===== config.mk =====
export PLATFORM = sky130hd
export DESIGN_NAME = pipe_hazard_ctrl
export DESIGN_NICKNAME = d
export VERILOG_FILES = /design/src/rtl/pipe_hazard_ctrl.sv
export SDC_FILE = /design/constraint.sdc
export NUM_CORES = 1
export LEC_CHECK = 0
export ABC_AREA = 1
export BUFFER_PORTS_ARGS = -buffer_cell sky130_fd_sc_hd__buf_2
export CORE_ASPECT_RATIO = 1.5
export CORE_MARGIN = 1
export CORE_UTILIZATION = 44
export DETAILED_ROUTE_END_ITERATION = 10
export PLACE_DENSITY = 0.73
export SLEW_MARGIN = 15
export SYNTH_ARGS = -nofsm -noshare
export SYNTH_HDL_FRONTEND = slang
export SYNTH_SLANG_ARGS = --single-unit

===== constraint.sdc =====
create_clock -name clk -period 3.8 [get_ports clk]
set_input_delay 0.57 -clock clk [delete_from_list [all_inputs] [get_ports clk]]
set_output_delay 0.57 -clock clk [all_outputs]
set_load 0.02 [all_outputs]

===== src/rtl/pipe_hazard_ctrl.sv =====
// pipe_hazard_ctrl
// Central hazard sequencer for a 5-stage MIPS pipeline (IF/ID/EX/MEM/WB).
// It resolves load-use hazards, EX-stage branch redirects, ID-stage jumps and
// data-memory wait states into stall/flush/bubble controls. It also produces
// the EX operand forwarding selects and a performance counter of PC-stall
// cycles.
//
// Ports:
//   clk, rst              clock, synchronous active-high reset
//   id_rs, id_rt, id_j_op ID-stage source registers and jump flag
//   ex_rs, ex_rt          EX-stage source registers (forwarding compare)
//   ex_mem_r, ex_w_*      EX-stage load flag and destination
//   ex_branch_taken       BEQ resolved taken in EX
//   mem_w_*, wb_w_*       MEM/WB-stage destinations (forwarding sources)
//   mem_req, mem_ack      data-memory handshake
//   pc_stall .. mem_wb_bubble  pipeline register controls (combinational)
//   fwd_a_sel, fwd_b_sel  00 regfile, 01 from MEM, 10 from WB
//   stall_cycles          count of cycles with pc_stall=1 (wraps)
//   err_timeout           sticky: memory wait reached MEM_TIMEOUT cycles
module pipe_hazard_ctrl #(
  parameter int MEM_TIMEOUT = 16,
  parameter int CNT_W       = 32
) (
  input  logic             clk,
  input  logic             rst,
  input  logic [4:0]       id_rs,
  input  logic [4:0]       id_rt,
  input  logic             id_j_op,
  input  logic [4:0]       ex_rs,
  input  logic [4:0]       ex_rt,
  input  logic             ex_mem_r,
  input  logic             ex_w_reg_ena,
  input  logic [4:0]       ex_w_addr,
  input  logic             ex_branch_taken,
  input  logic             mem_w_reg_ena,
  input  logic [4:0]       mem_w_addr,
  input  logic             mem_req,
  input  logic             mem_ack,
  input  logic             wb_w_reg_ena,
  input  logic [4:0]       wb_w_addr,
  output logic             pc_stall,
  output logic             if_id_stall,
  output logic             if_id_flush,
  output logic             id_ex_stall,
  output logic             id_ex_flush,
  output logic             ex_mem_stall,
  output logic             mem_wb_bubble,
  output logic [1:0]       fwd_a_sel,
  output logic [1:0]       fwd_b_sel,
  output logic [CNT_W-1:0] stall_cycles,
  output logic             err_timeout
);

  localparam int WAIT_W = $clog2(MEM_TIMEOUT + 1);
  localparam logic [WAIT_W-1:0] TIMEOUT_V  = WAIT_W'(MEM_TIMEOUT);
  localparam logic [WAIT_W-1:0] TIMEOUT_M1 = WAIT_W'(MEM_TIMEOUT - 1);

  typedef enum logic [1:0] {
    RUN      = 2'd0,
    LU_STALL = 2'd1,
    BR_FLUSH = 2'd2,
    MEM_WAIT = 2'd3
  } state_t;

  state_t             state_q, state_d;
  logic [WAIT_W-1:0]  wait_cnt_q, wait_cnt_d;
  logic [CNT_W-1:0]   stall_cycles_q, stall_cycles_d;
  logic               err_timeout_q, err_timeout_d;

  logic mem_hold;
  logic load_use;
  logic unused_ex_w_reg_ena;

  // A load always writes its destination, so the write enable adds nothing
  // to the load-use test.
  assign unused_ex_w_reg_ena = ex_w_reg_ena;

  assign mem_hold = mem_req && !mem_ack;
  assign load_use = ex_mem_r && (ex_w_addr != 5'd0) &&
                    ((ex_w_addr == id_rs) || (ex_w_addr == id_rt));

  function automatic logic [1:0] fwd_sel(input logic [4:0] src);
    if (mem_w_reg_ena && (mem_w_addr != 5'd0) && (mem_w_addr == src)) begin
      return 2'b01;
    end else if (wb_w_reg_ena && (wb_w_addr != 5'd0) && (wb_w_addr == src)) begin
      return 2'b10;
    end
    return 2'b00;
  endfunction

  always_comb begin
    state_d        = state_q;
    wait_cnt_d     = '0;
    stall_cycles_d = stall_cycles_q;
    err_timeout_d  = err_timeout_q;
    pc_stall       = 1'b0;
    if_id_stall    = 1'b0;
    if_id_flush    = 1'b0;
    id_ex_stall    = 1'b0;
    id_ex_flush    = 1'b0;
    ex_mem_stall   = 1'b0;
    mem_wb_bubble  = 1'b0;

    if (rst) begin
      state_d        = RUN;
      stall_cycles_d = '0;
      err_timeout_d  = 1'b0;
    end else begin
      unique case (state_q)
        RUN: begin
          if (mem_hold) begin
            pc_stall      = 1'b1;
            if_id_stall   = 1'b1;
            id_ex_stall   = 1'b1;
            ex_mem_stall  = 1'b1;
            mem_wb_bubble = 1'b1;
            state_d       = MEM_WAIT;
          end else if (ex_branch_taken) begin
            if_id_flush = 1'b1;
            id_ex_flush = 1'b1;
            state_d     = BR_FLUSH;
          end else if (load_use) begin
            pc_stall    = 1'b1;
            if_id_stall = 1'b1;
            id_ex_flush = 1'b1;
            state_d     = LU_STALL;
          end else if (id_j_op) begin
            if_id_flush = 1'b1;
          end
        end
        // The load has moved on and a bubble sits in EX, so no new
        // load-use can exist; only a memory wait can act here.
        LU_STALL: begin
          if (mem_hold) begin
            pc_stall      = 1'b1;
            if_id_stall   = 1'b1;
            id_ex_stall   = 1'b1;
            ex_mem_stall  = 1'b1;
            mem_wb_bubble = 1'b1;
            state_d       = MEM_WAIT;
          end else begin
            state_d = RUN;
          end
        end
        // Masks the slot that was just flushed by the branch.
        BR_FLUSH: begin
          state_d = RUN;
        end
        MEM_WAIT: begin
          if (mem_ack) begin
            state_d = RUN;
          end else begin
            pc_stall      = 1'b1;
            if_id_stall   = 1'b1;
            id_ex_stall   = 1'b1;
            ex_mem_stall  = 1'b1;
            mem_wb_bubble = 1'b1;
            wait_cnt_d    = (wait_cnt_q == TIMEOUT_V) ? wait_cnt_q : wait_cnt_q + 1'b1;
            if (wait_cnt_q >= TIMEOUT_M1) begin
              err_timeout_d = 1'b1;
            end
          end
        end
        default: state_d = RUN;
      endcase

      if (pc_stall) begin
        stall_cycles_d = stall_cycles_q + 1'b1;
      end
    end
  end

  always_comb begin
    fwd_a_sel = 2'b00;
    fwd_b_sel = 2'b00;
    if (!rst) begin
      fwd_a_sel = fwd_sel(ex_rs);
      fwd_b_sel = fwd_sel(ex_rt);
    end
  end

  always_ff @(posedge clk) begin
    if (rst) begin
      state_q        <= RUN;
      wait_cnt_q     <= '0;
      stall_cycles_q <= '0;
      err_timeout_q  <= 1'b0;
    end else begin
      state_q        <= state_d;
      wait_cnt_q     <= wait_cnt_d;
      stall_cycles_q <= stall_cycles_d;
      err_timeout_q  <= err_timeout_d;
    end
  end

  assign stall_cycles = stall_cycles_q;
  assign err_timeout  = err_timeout_q;

endmodule


* After elaboration in Yosys (flattened, before gate mapping)
Cells that the tools add are included.
Cells by class: multiplexer cells 41, add/sub/neg operators 2, order comparisons 1, eq/ne operators 12, bitwise gates (word level) 2, reduce and logical (&&, ||, !) cells 19
Operators with widths (number):
- adder 32 x 1 -> 32 bit (second input constant) | 1
- == test 5 bit | 6
- two-way mux 2 bit | 13
- two-way mux 1 bit | 25
- nonzero test 5 bit | 3
- logical AND 1 bit | 9
- one-hot mux 2 bit (4 select lines) | 1
- adder 5 x 1 -> 5 bit (second input constant) | 1
- == test 5 bit (second input constant) | 1
- greater-or-equal comparator 5 x 4 -> 1 bit (second input constant) | 1
- == test 2 bit (second input constant) | 2
- inequality test 4 bit (second input constant) | 1
- one-hot mux 1 bit (3 select lines) | 1
- AND reduction 3 bit | 1
- OR reduction 3 bit | 1
- == test 2 x 1 -> 1 bit (second input constant) | 1
- logical NOT 2 bit | 1
- inequality test 2 bit (second input constant) | 1
- inverter 1 bit | 2
- one-hot mux 1 bit (2 select lines) | 1
- AND reduction 2 bit | 1
- OR reduction 2 bit | 1
- logical NOT 1 bit | 1
- logical OR 1 bit | 1
Storage, ports and cells: logic and storage cells 81, output and inout bits 44, register bits 40, bits of input ports 45

* Depth between registers and ports, before layout
Gate-level depths: netlist of the first run.
word-level depth 9, gate-level depth with buffers 13, depth with buffers taken out 12

* Worst setup path after synthesis of the first run
OpenSTA, ideal clock, no wires.
kind input-to-output, from in mem_req, to out pc_stall, path slack 1.234 ns, arrival time 1.996 ns, path buffers 2, stages on the path 9, cell sequence inv_1 nor2_1 inv_1 or2_1 nand2_1 nand2_2 clkbuf_1 a21oi_1 buf_4
On the way: cells in the longest elaborated chain, start to end 5, elaborated cells on any way between the ends 6, those cells by class 5 x mux; 1 x reduce/logical
RTL lines:
- start, declared | line 37 | input logic mem_req,
- logical AND 1 bit (*) | line 78 | assign mem_hold = mem_req && !mem_ack;
- two-way mux 1 bit, on equally long branches | line 134, 111
- one-hot mux 1 bit (3 select lines) (*) | line 109 | unique case (state_q)
- two-way mux 1 bit (*) (2 in a row) | line 104 | if (rst) begin
- end, declared | line 41 | output logic pc_stall,
Mark *: on every way between the ends. The rest lies on a longest branch, timed or not. The select of a mux whose other input is x is not followed.

* Final worst setup path of the first run
from in ex_w_addr[2], to out if_id_stall
On the way: cells in the longest elaborated chain, start to end 8, elaborated cells on any way between the ends 11, those cells by class 2 x eq/ne; 5 x mux; 4 x reduce/logical
RTL lines:
- start, declared | line 33 | input logic [4:0] ex_w_addr,
- == test 5 bit or nonzero test 5 bit (tied branches) | line 80, 79
- logical OR 1 bit or logical AND 1 bit (tied branches) | line 80, 79
- logical AND 1 bit (*) | line 79 | assign load_use = ex_mem_r && (ex_w_addr != 5'd0) &&
- two-way mux 1 bit (*) | line 122 | end else if (load_use) begin
- two-way mux 1 bit (*) | line 118 | end else if (ex_branch_taken) begin
- two-way mux 1 bit (*) | line 111 | if (mem_hold) begin
- one-hot mux 1 bit (3 select lines) (*) | line 109
- two-way mux 1 bit (*) | line 104
- end, declared | line 42 | output logic if_id_stall,
Mark *: on every way between the ends. The rest lies on a longest branch, timed or not.

==> flow_metrics.tcl, run 1 <==
set metrics [dict create \
    hp-class "flip-flop to flip-flop" \
    layout-drive-gt1-share 0.225 \
    clk_path_buf_depth 2 \
    ys_top_cells_by_area "dfxtp_1 27%, nand2_1 14%, xor2_1 10%" \
    max_slew_margin 0.709 \
    cts_tree "built" \
    stdcell_area_um2 3450 \
    grt_antenna_before_repair 0 \
    max_freq_ghz 0.392 \
    synth_seq_cells 40 \
    die_height_um 102 \
    worstSkewPairLatency_ns 0.29 \
    vias 3105 \
    crit_arrival_ns 1.98 \
    clock_sinks 40 \
    dp_hpwl_um 6190 \
    ys.flop_type "dfxtp_1" \
    cts_max_level 2 \
    wl_met2_um 4320 \
    critical_path.max_fanout 35 \
    routed.top_layer "met4" \
    die_w_um 68.6 \
    peakVddDrop_uv 145 \
    slew_violations 0 \
    synth_edf_count 0 \
    setup_violations 0 \
    cp.buffers_inverters 3 \
    drtIter0Drc 128 \
    grt_pass1_vias 2914 \
    portBuffers 87 \
    final_nets 573 \
    drc_errors 0 \
    crit_type "input port to output pin" \
    max_stage_delay_ns 0.26 \
    grt_pass1_wl_um 12800 \
    grtUsageTotal 0.240 \
    cts.repair.resized 0 \
    crit_required_ns 3.23 \
    dieArea_um2 7000 \
    globalRouteOverflowTotal 0 \
    via_per_inst 5.18 \
    cpMostUsedCell "nand2_1" \
    core_area_um2 6490 \
    worstMarginPinSlew_ns 0.436 \
    syn_area_um2 2930 \
    syn_area_per_cell_um2 6.57 \
    clkTransAtPathRegs_ns 0.07 \
    wl_per_cell_um 13.2 \
    clock_tree.root_cell "clkbuf_8" \
    grt_start_max_net_pins 42 \
    async_flop_share 0 \
    antenna_cells 0 \
    power_density_nw_per_um2 241 \
    routed_wl_um 7920 \
    ys_seq_area_frac 0.273 \
    top_level_ports 89 \
    start_kind "input port" \
    clock_skew_ns 0.00804 \
    postCtsSetupRepairBufs 0 \
    path_cells "buf_2 -> inv_2 -> nand2_1 -> nand2_1 -> nor2_1 -> nand3_1 -> nand2_1 -> nand3_2 -> nand2_2 -> nand2_4 -> a21oi_1 -> buf_2" \
    synth.largest_area_cell "dfxtp_1" \
    hold_buffers 0 \
    synth_cell_type_count 34 \
    netlist.area_leader.share 0.273 \
    fin_setup_tns_ns 0 \
    yosys_warnings 0 \
    syn_to_final_growth_pct 17.5 \
    drt_pass1_iterations 6 \
    placedInstanceArea_um2 3370 \
    status "complete, no violations" \
    place.gp.congestion 0.946 \
    wl_met1_um 3030 \
    fin_crit_ns 2.55 \
    cp_slowest_cell "a21oi_1" \
    crit_family "simple AND/OR/NAND/NOR gates" \
    start_util 0.452 \
    hold_viol 0 \
    period_share 0.671 \
    rsz0062_at_grt "no" \
    postSynthCellCount 446 \
    final_antenna_net_count 0 \
    end_kind "output pin" \
    max-cap-violations 0 \
    cts_made_buffers 5 \
    met3_length_um 204 \
    p_leak_uw 0.00159 \
    std_cell_rows 36 \
    synth_nets 495 \
]
## sequential cells by signal, summed over array words and instances, names as in the netlist
name / cells
stall_cycles: 32
err_timeout: 1
wait_cnt_q: 5
state_q: 2
## layout by cell type (no fill, tap or decap)
master and count:
clkinv_2 1, nor2_1 43, or2_1 1, nand3_1 43, xor2_1 34, inv_2 6
nand2_1 106, clkbuf_1 1, or2_2 2, o41ai_1 1, inv_1 39, nor2_2 2
xnor2_1 18, nor3_1 16, a21oi_2 1, nor4_2 1, nand3_2 3, nand3b_1 1
buf_2 87, a21oi_1 36, nand2_2 2, buf_4 2, nand4_1 9, nand2_4 2
nand4_2 1, o31ai_1 1, o21ai_0 6, nor3_2 3, nor3b_1 1, clkbuf_8 5
dfxtp_1 40, ha_1 4, clkinv_1 1, nor4_1 5
## power by group
part           switching [uW]  internal (uW)
logic                    82.7           49.8
registers                4.23            422
clock network             148            125
total                     235            597
## layout make-up
type	count	area, um^2
Inverter	46	173
Sequential cell	40	801
Tap cell	76	95.1
Clock inverter	1	5.00
Clock buffer	6	72.6
Fill cell	705	3040
Multi-Input combinational cell	342	1850
Timing Repair Buffer	89	450
## worst reg2reg max path: cells and delay by family (launching register included)
| kind | cells | cell delay, ns |
|---|---|---|
| AOI/OAI and AO/OA | 1 | 0.13 |
| xor gates and xnor gates | 1 | 0.18 |
| adders and majority gates | 1 | 0.31 |
| DFF | 1 | 0.47 |
| and+or+nand+nor | 5 | 0.85 |
## final timing paths
check	from	end	slack, ns	cells past startpoint
setup / recovery	ex_w_addr[2]	if_id_stall	1.25	12
hold / removal	err_timeout$_SDFFE_PP0P_	err_timeout$_SDFFE_PP0P_	0.47	2
setup reg to reg	stall_cycles[1]$_SDFFE_PP0P_	stall_cycles[24]$_SDFFE_PP0P_	1.81	8
hold reg to reg	err_timeout$_SDFFE_PP0P_	err_timeout$_SDFFE_PP0P_	0.47	2
## cells in the mapped netlist, drive strengths merged (6+ instances only)
library cell,n
nand2,110
nand3,46
inv,45
nor2,45
dfxtp,40
a21oi,37
xor2,34
nor3,19
xnor2,18
buf,13
nand4,10
nor4,6
o21ai,6
## metal layers
metal / up-vias / global-route usage
li1: 1591 / -
met1: 1420 / 0.249
met2: 72 / 0.438
met3: 22 / 0.0346
met4: 0 / 0.139
met5: - / 0
## stage by stage
step           hold WS [ns]  power [uW]  utilization  worst slack, ns  cells
2_1_floorplan         0.447         523            -             1.23    446
3_5_place_dp          0.451         569        0.519             1.26    593
4_1_cts               0.475         840        0.531             1.25    600
3_3_place_gp          0.451         565        0.519             1.31    593
5_1_grt               0.499         867        0.531             1.02    600
6_report              0.470         831        0.531             1.25    600
## cell families after synthesis
group,share of synthesized area
XOR/XNOR,0.155
flip-flops,0.273
buffers and inverters,0.0960
AND/OR/NAND/NOR,0.378
adder cells (fa/ha/maj),0.0171
AO/OA/AOI/OAI,0.0802
(Power assumes the default switching activity.)
==> run 2, diff against run 1 <==
--- a/config.mk
+++ b/config.mk
@@ -5,13 +5,13 @@
 export SDC_FILE = /design/constraint.sdc
 export NUM_CORES = 1
 export LEC_CHECK = 0
-export ABC_AREA = 1
+export ABC_AREA = 0
 export BUFFER_PORTS_ARGS = -buffer_cell sky130_fd_sc_hd__buf_2
 export CORE_ASPECT_RATIO = 1.5
 export CORE_MARGIN = 1
 export CORE_UTILIZATION = 44
 export DETAILED_ROUTE_END_ITERATION = 10
-export PLACE_DENSITY = 0.73
+export PLACE_DENSITY = 0.78
 export SLEW_MARGIN = 15
 export SYNTH_ARGS = -nofsm -noshare
 export SYNTH_HDL_FRONTEND = slang
==> constraint.sdc (replaced) <==
create_clock -name clk -period 2.3 [get_ports clk]
set_input_delay 0.345 -clock clk [delete_from_list [all_inputs] [get_ports clk]]
set_output_delay 0.345 -clock clk [all_outputs]
set_load 0.02 [all_outputs]
==> run 2 against run 1 <==
Against the previous run: worst setup slack worse by 1.1 ns; total power up 67%; clock-buffer cell count unchanged.
==> flow_metrics.tcl, run 2 <==
set metrics [dict create \
    die_w_um 63.6 \
    final_antenna_net_count 0 \
    yosys_warnings 0 \
    std_cell_rows 33 \
    nFillCells 529 \
    netlist.area_leader.share 0.320 \
    synth_common_cells "40 x dfxtp_1, 30 x a21oi_1, 23 x xnor2_1" \
    clk_path_buf_depth 2 \
    crit_arrival_ns 1.82 \
    start_util 0.456 \
    layoutNonFillerInstCount 472 \
    postCtsSetupRepairBufs 0 \
    cpMostUsedCell "buf_2" \
    cp.buffers_inverters 3 \
    grt_antenna_before_repair 0 \
    ys_top_cells_by_area "dfxtp_1 32%, xnor2_1 8.0%, a21oi_1 6.0%" \
    status "complete, no violations" \
    hold_viol 0 \
    layout-drive-gt1-share 0.294 \
    clock_skew_ns 0.00376 \
    syn_area_per_cell_um2 8.00 \
    clkTransAtPathRegs_ns 0.08 \
    power_density_nw_per_um2 442 \
    drc_errors 0 \
    largest_reg_flops 32 \
    clkPwrFrac 0.348 \
    ys.flop_type "dfxtp_1" \
    internal_power_uw 1030 \
    portBuffers 87 \
    routed_wl_um 6090 \
    dp_hpwl_um 4680 \
    p_comb_frac 0.145 \
    ff_latch_area_um2 801 \
    reg2reg_slack_ns 0.21 \
    setup_violations 0 \
    period_share 0.943 \
    end_kind "output pin" \
    cts_made_buffers 5 \
    cp.depth 7 \
    synth.most_common_cell "dfxtp_1" \
    grtUsageTotal 0.205 \
    worstMarginPinSlew_ns 0.574 \
    grt_pass1_vias 2329 \
    final_nets 450 \
    dp.cells 464 \
    start_kind "input port" \
    core_area_um2 5490 \
    max_stage_delay_ns 0.51 \
    p_leak_uw 0.00123 \
    synth_nets 362 \
    hp-class "input port to flip-flop" \
    path_cells "buf_2 -> or4_1 -> o21ai_0 -> buf_4 -> nor3_1 -> nor4_2 -> buf_2" \
    vias 2590 \
    cts_tree "built" \
    syn_area_um2 2500 \
    cp-startpoint "mem_w_addr[1]" \
    max_slew_margin 0.612 \
    clock_tree.root_cell "clkbuf_8" \
    postSynthCellCount 313 \
    r2r-end "stall_cycles[25]$_SDFFE_PP0P_" \
    synth.largest_area_cell "dfxtp_1" \
    globalRouteOverflowTotal 0 \
    r2r-start "stall_cycles[5]$_SDFFE_PP0P_" \
    grt_pass1_wl_um 10000 \
    cts_max_level 2 \
    crit_family "simple AND/OR/NAND/NOR gates" \
    drtIter0Drc 78 \
    max_freq_ghz 0.461 \
    peakVddDrop_uv 353 \
    cp_slowest_cell "or4_1" \
    slew_violations 0 \
    max-cap-violations 0 \
    die_height_um 94.4 \
    final_common_cell "buf_2" \
    top_level_ports 89 \
    antenna_cells 0 \
    via_per_inst 5.49 \
    worstSkewPairLatency_ns 0.29 \
    clock_sinks 40 \
    synth_seq_cells 40 \
    wl_per_cell_um 12.9 \
    grt_start_max_net_pins 45 \
    power_switching_uw 358 \
    fin_setup_tns_ns 0 \
    rsz0062_at_grt "no" \
    crit_type "input port to output pin" \
    synth_cell_type_count 43 \
    layout_common_cells "87 x buf_2, 40 x dfxtp_1, 30 x a21oi_1" \
    drt_pass1_iterations 4 \
    hold_buffers 0 \
    multi_input_area_um2 1590 \
    synth_edf_count 0 \
    ys_seq_area_frac 0.320 \
    r2r_cells 6 \
    crit_end "fwd_b_sel[1]" \
    place.gp.congestion 0.748 \
    dieArea_um2 6000 \
    async_flop_share 0 \
    power_frac_seq 0.506 \
    syn_to_final_growth_pct 25.5 \
    fin_crit_ns 2.17 \
    switching_share 0.258 \
    crit_required_ns 1.96 \
    critical_path.max_fanout 4 \
]
[run 2: changes by cell type in the layout (fill, tap and decap cells not counted), sizes merged, moves of 15 or more]
cell,before,now
nor2,45,21
or4,0,15
xor2,34,12
inv,45,12
nand3,46,13
nand2,110,17
or3,0,18
[run 2: worst min-delay path, delay by kind of cell]
family,cells,cell delay (ns)
buffers and inverters,1,0.13
AO/OA/AOI/OAI,1,0.15
AND/OR/NAND/NOR,1,0.03
[run 2: area by class of cell]
cell class | instances | share of cell area
timing repair buffer | 96 | 0.168
clock inverter | 2 | 0.00318
multi-input combinational | 246 | 0.506
sequential | 40 | 0.255
clock buffer | 6 | 0.0263
tap | 70 | 0.0279
inverter | 12 | 0.0143
[run 2: kinds of logic after synthesis]
kind of cell	share of synthesized area
simple gates	0.301
fa+ha+maj	0.0200
mux	0.0210
flops	0.320
buf+inv	0.0525
xor+xnor	0.122
compound gates	0.163
[run 2: power groups by stage]
stage / Sequential [uW] / Clock [uW] / Combinational [uW]
after floorplan: 722 / 0 / 112
after detailed placement: 720 / 0 / 202
final: 704 / 484 / 202
after global routing: 705 / 523 / 222
after CTS: 704 / 502 / 203
after global placement: 720 / 0 / 197
[run 2: layer usage]
metal / global-route usage / up-vias / share of wire
li1: - / 1310 / -
met1: 0.225 / 1204 / 0.41
met2: 0.387 / 65 / 0.53
met3: 0.0326 / 11 / 0.041
met4: 0.0795 / 0 / 0.020
met5: 0 / - / 0
[run 2: repair_timing]
action                                  in CTS  in global routing
endpoints found under the hold margin        0                  0
resized for setup                            0                  1
endpoints found under the setup margin       0                  2
[run 2: how the worst min path moves through the flow]
stage / cells after the start / slack [ns] / end / start
6_report: 3 / 0.40 / state_q[1]$_SDFFE_PP0P_ / mem_ack
5_1_grt: 3 / 0.42 / state_q[1]$_SDFFE_PP0P_ / mem_ack
3_5_place_dp: 2 / 0.47 / err_timeout$_SDFFE_PP0P_ / err_timeout$_SDFFE_PP0P_
4_1_cts: 3 / 0.40 / state_q[1]$_SDFFE_PP0P_ / mem_ack
3_3_place_gp: 2 / 0.46 / err_timeout$_SDFFE_PP0P_ / err_timeout$_SDFFE_PP0P_
2_1_floorplan: 2 / 0.50 / err_timeout$_SDFFE_PP0P_ / wait_cnt_q[4]$_SDFFE_PP0P_
[run 2: through the flow]
| stage | setup WS [ns] | utilization | cell area, um^2 | power [uW] | hold slack [ns] |
|---|---|---|---|---|---|
| floorplan | 0.106 | - | 2520 | 834 | 0.496 |
| global placement | 0.135 | 0.555 | 3050 | 916 | 0.457 |
| CTS | 0.108 | 0.571 | 3140 | 1410 | 0.397 |
| finish | 0.130 | 0.572 | 3140 | 1390 | 0.404 |
| detailed placement | 0.120 | 0.555 | 3050 | 922 | 0.466 |
| global route | 0.0326 | 0.572 | 3140 | 1450 | 0.418 |
==> run 3, diff against run 2 <==
--- a/config.mk
+++ b/config.mk
@@ -9,9 +9,9 @@
 export BUFFER_PORTS_ARGS = -buffer_cell sky130_fd_sc_hd__buf_2
 export CORE_ASPECT_RATIO = 1.5
 export CORE_MARGIN = 1
-export CORE_UTILIZATION = 44
+export CORE_UTILIZATION = 40
 export DETAILED_ROUTE_END_ITERATION = 10
-export PLACE_DENSITY = 0.78
+export PLACE_DENSITY = 0.72
 export SLEW_MARGIN = 15
 export SYNTH_ARGS = -nofsm -noshare
 export SYNTH_HDL_FRONTEND = slang
==> run 3 against run 2 <==
Against the previous run: utilization down 2.9 points; register-to-register slack about the same; die area up 9.7%; critical endpoint is now if_id_stall; clock-buffer cell count down 1; combinational power about the same; largest power group is now the clock network; total power up 22%; critical path depth unchanged; highest routed layer unchanged.
==> flow_metrics.tcl, run 3 (synthesized netlist as in run 2, its figures left out) <==
set metrics [dict create \
    max_slew_margin 0.615 \
    final_common_cell "buf_2" \
    hp-class "input port to flip-flop" \
    clock_skew_ns 0.00719 \
    portBuffers 87 \
    status "complete, no violations" \
    layout_common_cells "87 x buf_2, 40 x dfxtp_1, 30 x a21oi_1" \
    setup_violations 0 \
    clkTransAtPathRegs_ns 0.08 \
    p_leak_uw 0.00125 \
    hold_viol 0 \
    cts_made_buffers 5 \
    start_kind "input port" \
    syn_to_final_growth_pct 28.3 \
    start_util 0.423 \
    die_w_um 66.6 \
    cp_slowest_cell "or4_1" \
    reg2reg_slack_ns 0.22 \
    placedInstanceArea_um2 3040 \
    fin_crit_ns 2.21 \
    place.gp.congestion 0.861 \
    multi_input_area_um2 1600 \
    routed_wl_um 6250 \
    crit_type "input port to output pin" \
    period_share 0.960 \
    clock_tree.root_cell "clkbuf_8" \
    grt_start_max_net_pins 37 \
    power_density_nw_per_um2 529 \
    worstSkewPairLatency_ns 0.29 \
    via_per_inst 5.50 \
    max-cap-violations 0 \
    grt_antenna_before_repair 0 \
    clock_sinks 40 \
    vias 2606 \
    place_ws_ns 0.0722 \
    post-route-util 0.543 \
    ff_latch_area_um2 801 \
    antenna_cells 0 \
    clk_path_buf_depth 2 \
    core_area_um2 5910 \
    layout-drive-gt1-share 0.296 \
    max_freq_ghz 0.453 \
    critical_path.max_fanout 6 \
    r2r_cells 6 \
    wl_per_cell_um 13.2 \
    drtIter0Drc 81 \
    drt_pass1_iterations 4 \
    fin_setup_tns_ns 0 \
    peakVddDrop_uv 393 \
    hold_buffers 0 \
    std_cell_rows 34 \
    cts_max_level 2 \
    dp_hpwl_um 4790 \
    slew_violations 0 \
    rsz0062_at_grt "no" \
    crit_arrival_ns 1.86 \
    stdcell_area_um2 3210 \
    crit_required_ns 1.96 \
    path_cells "buf_2 -> or4_1 -> o21ai_2 -> nor2_1 -> a21oi_4 -> nor2_1 -> buf_2" \
    max_stage_delay_ns 0.54 \
    cts_tree "built" \
    final_nets 450 \
    grt_pass1_wl_um 10400 \
    largest_reg_flops 32 \
    end_kind "output pin" \
    fin_hold_ws_ns 0.402 \
    setup_ws_ns 0.0925 \
    final_antenna_net_count 0 \
    grtUsageTotal 0.197 \
    nFillCells 570 \
    hold_depth 3 \
    grt_pass1_vias 2381 \
    worstMarginPinSlew_ns 0.574 \
    globalRouteOverflowTotal 0 \
    dieArea_um2 6590 \
    top_level_ports 89 \
    die_height_um 98.9 \
    drc_errors 0 \
]
-- run 3: cell count changes in the layout (fill, tap and decap cells not counted) --
cell and change:
buf_4 +1, a21oi_4 +1, clkbuf_8 -1, buf_12 -1, bufinv_16 +3, clkinv_2 -2, a21oi_2 -1, nor4_1 -1
nor4_2 +1
-- run 3: worst paths after layout --
| kind | start | to |
|---|---|---|
| hold reg to reg | err_timeout$_SDFFE_PP0P_ | err_timeout$_SDFFE_PP0P_ |
| setup reg to reg | stall_cycles[4]$_SDFFE_PP0P_ | stall_cycles[25]$_SDFFE_PP0P_ |
| setup / recovery | ex_w_addr[1] | if_id_stall |
| hold / removal | mem_ack | state_q[1]$_SDFFE_PP0P_ |
-- run 3: per-stage QoR --
step	power [uW]	instances
6_report	1700	474
5_1_grt	1760	474
4_1_cts	1710	474
3_5_place_dp	920	466
3_3_place_gp	915	466
2_1_floorplan	834	313
-- run 3: layout make-up --
| type | count | area share |
|---|---|---|
| Multi-Input combinational cell | 246 | 0.499 |
| Sequential cell | 40 | 0.249 |
| Timing Repair Buffer | 96 | 0.160 |
| Clock inverter | 3 | 0.0280 |
| Tap cell | 72 | 0.0280 |
| Clock buffer | 5 | 0.0214 |
| Inverter | 12 | 0.0140 |
-- run 3: what timing repair did --
item                       CTS  global route
setup endpoints to repair    0             2
buffers inserted             0             0
resized for setup            0             3
hold endpoints to repair     0             0
-- run 3: per-layer routing --
layer,vias to the layer above,global-route usage,wire [um]
met3,13,0.0440,306
met2,64,0.356,3260
met5,-,0,0
li1,1307,-,-
met1,1222,0.219,2570
met4,0,0.0687,112
-- run 3: worst max-delay path: cells and delay by family --
family	cells	cell delay [ns]
buf+inv	2	0.29
compound gates	2	0.48
simple gates	3	0.74
-- run 3: where the power goes --
group / switching (uW) / internal [uW]
sequential: 6.84 / 697
combinational: 109 / 93.7
clock: 250 / 543
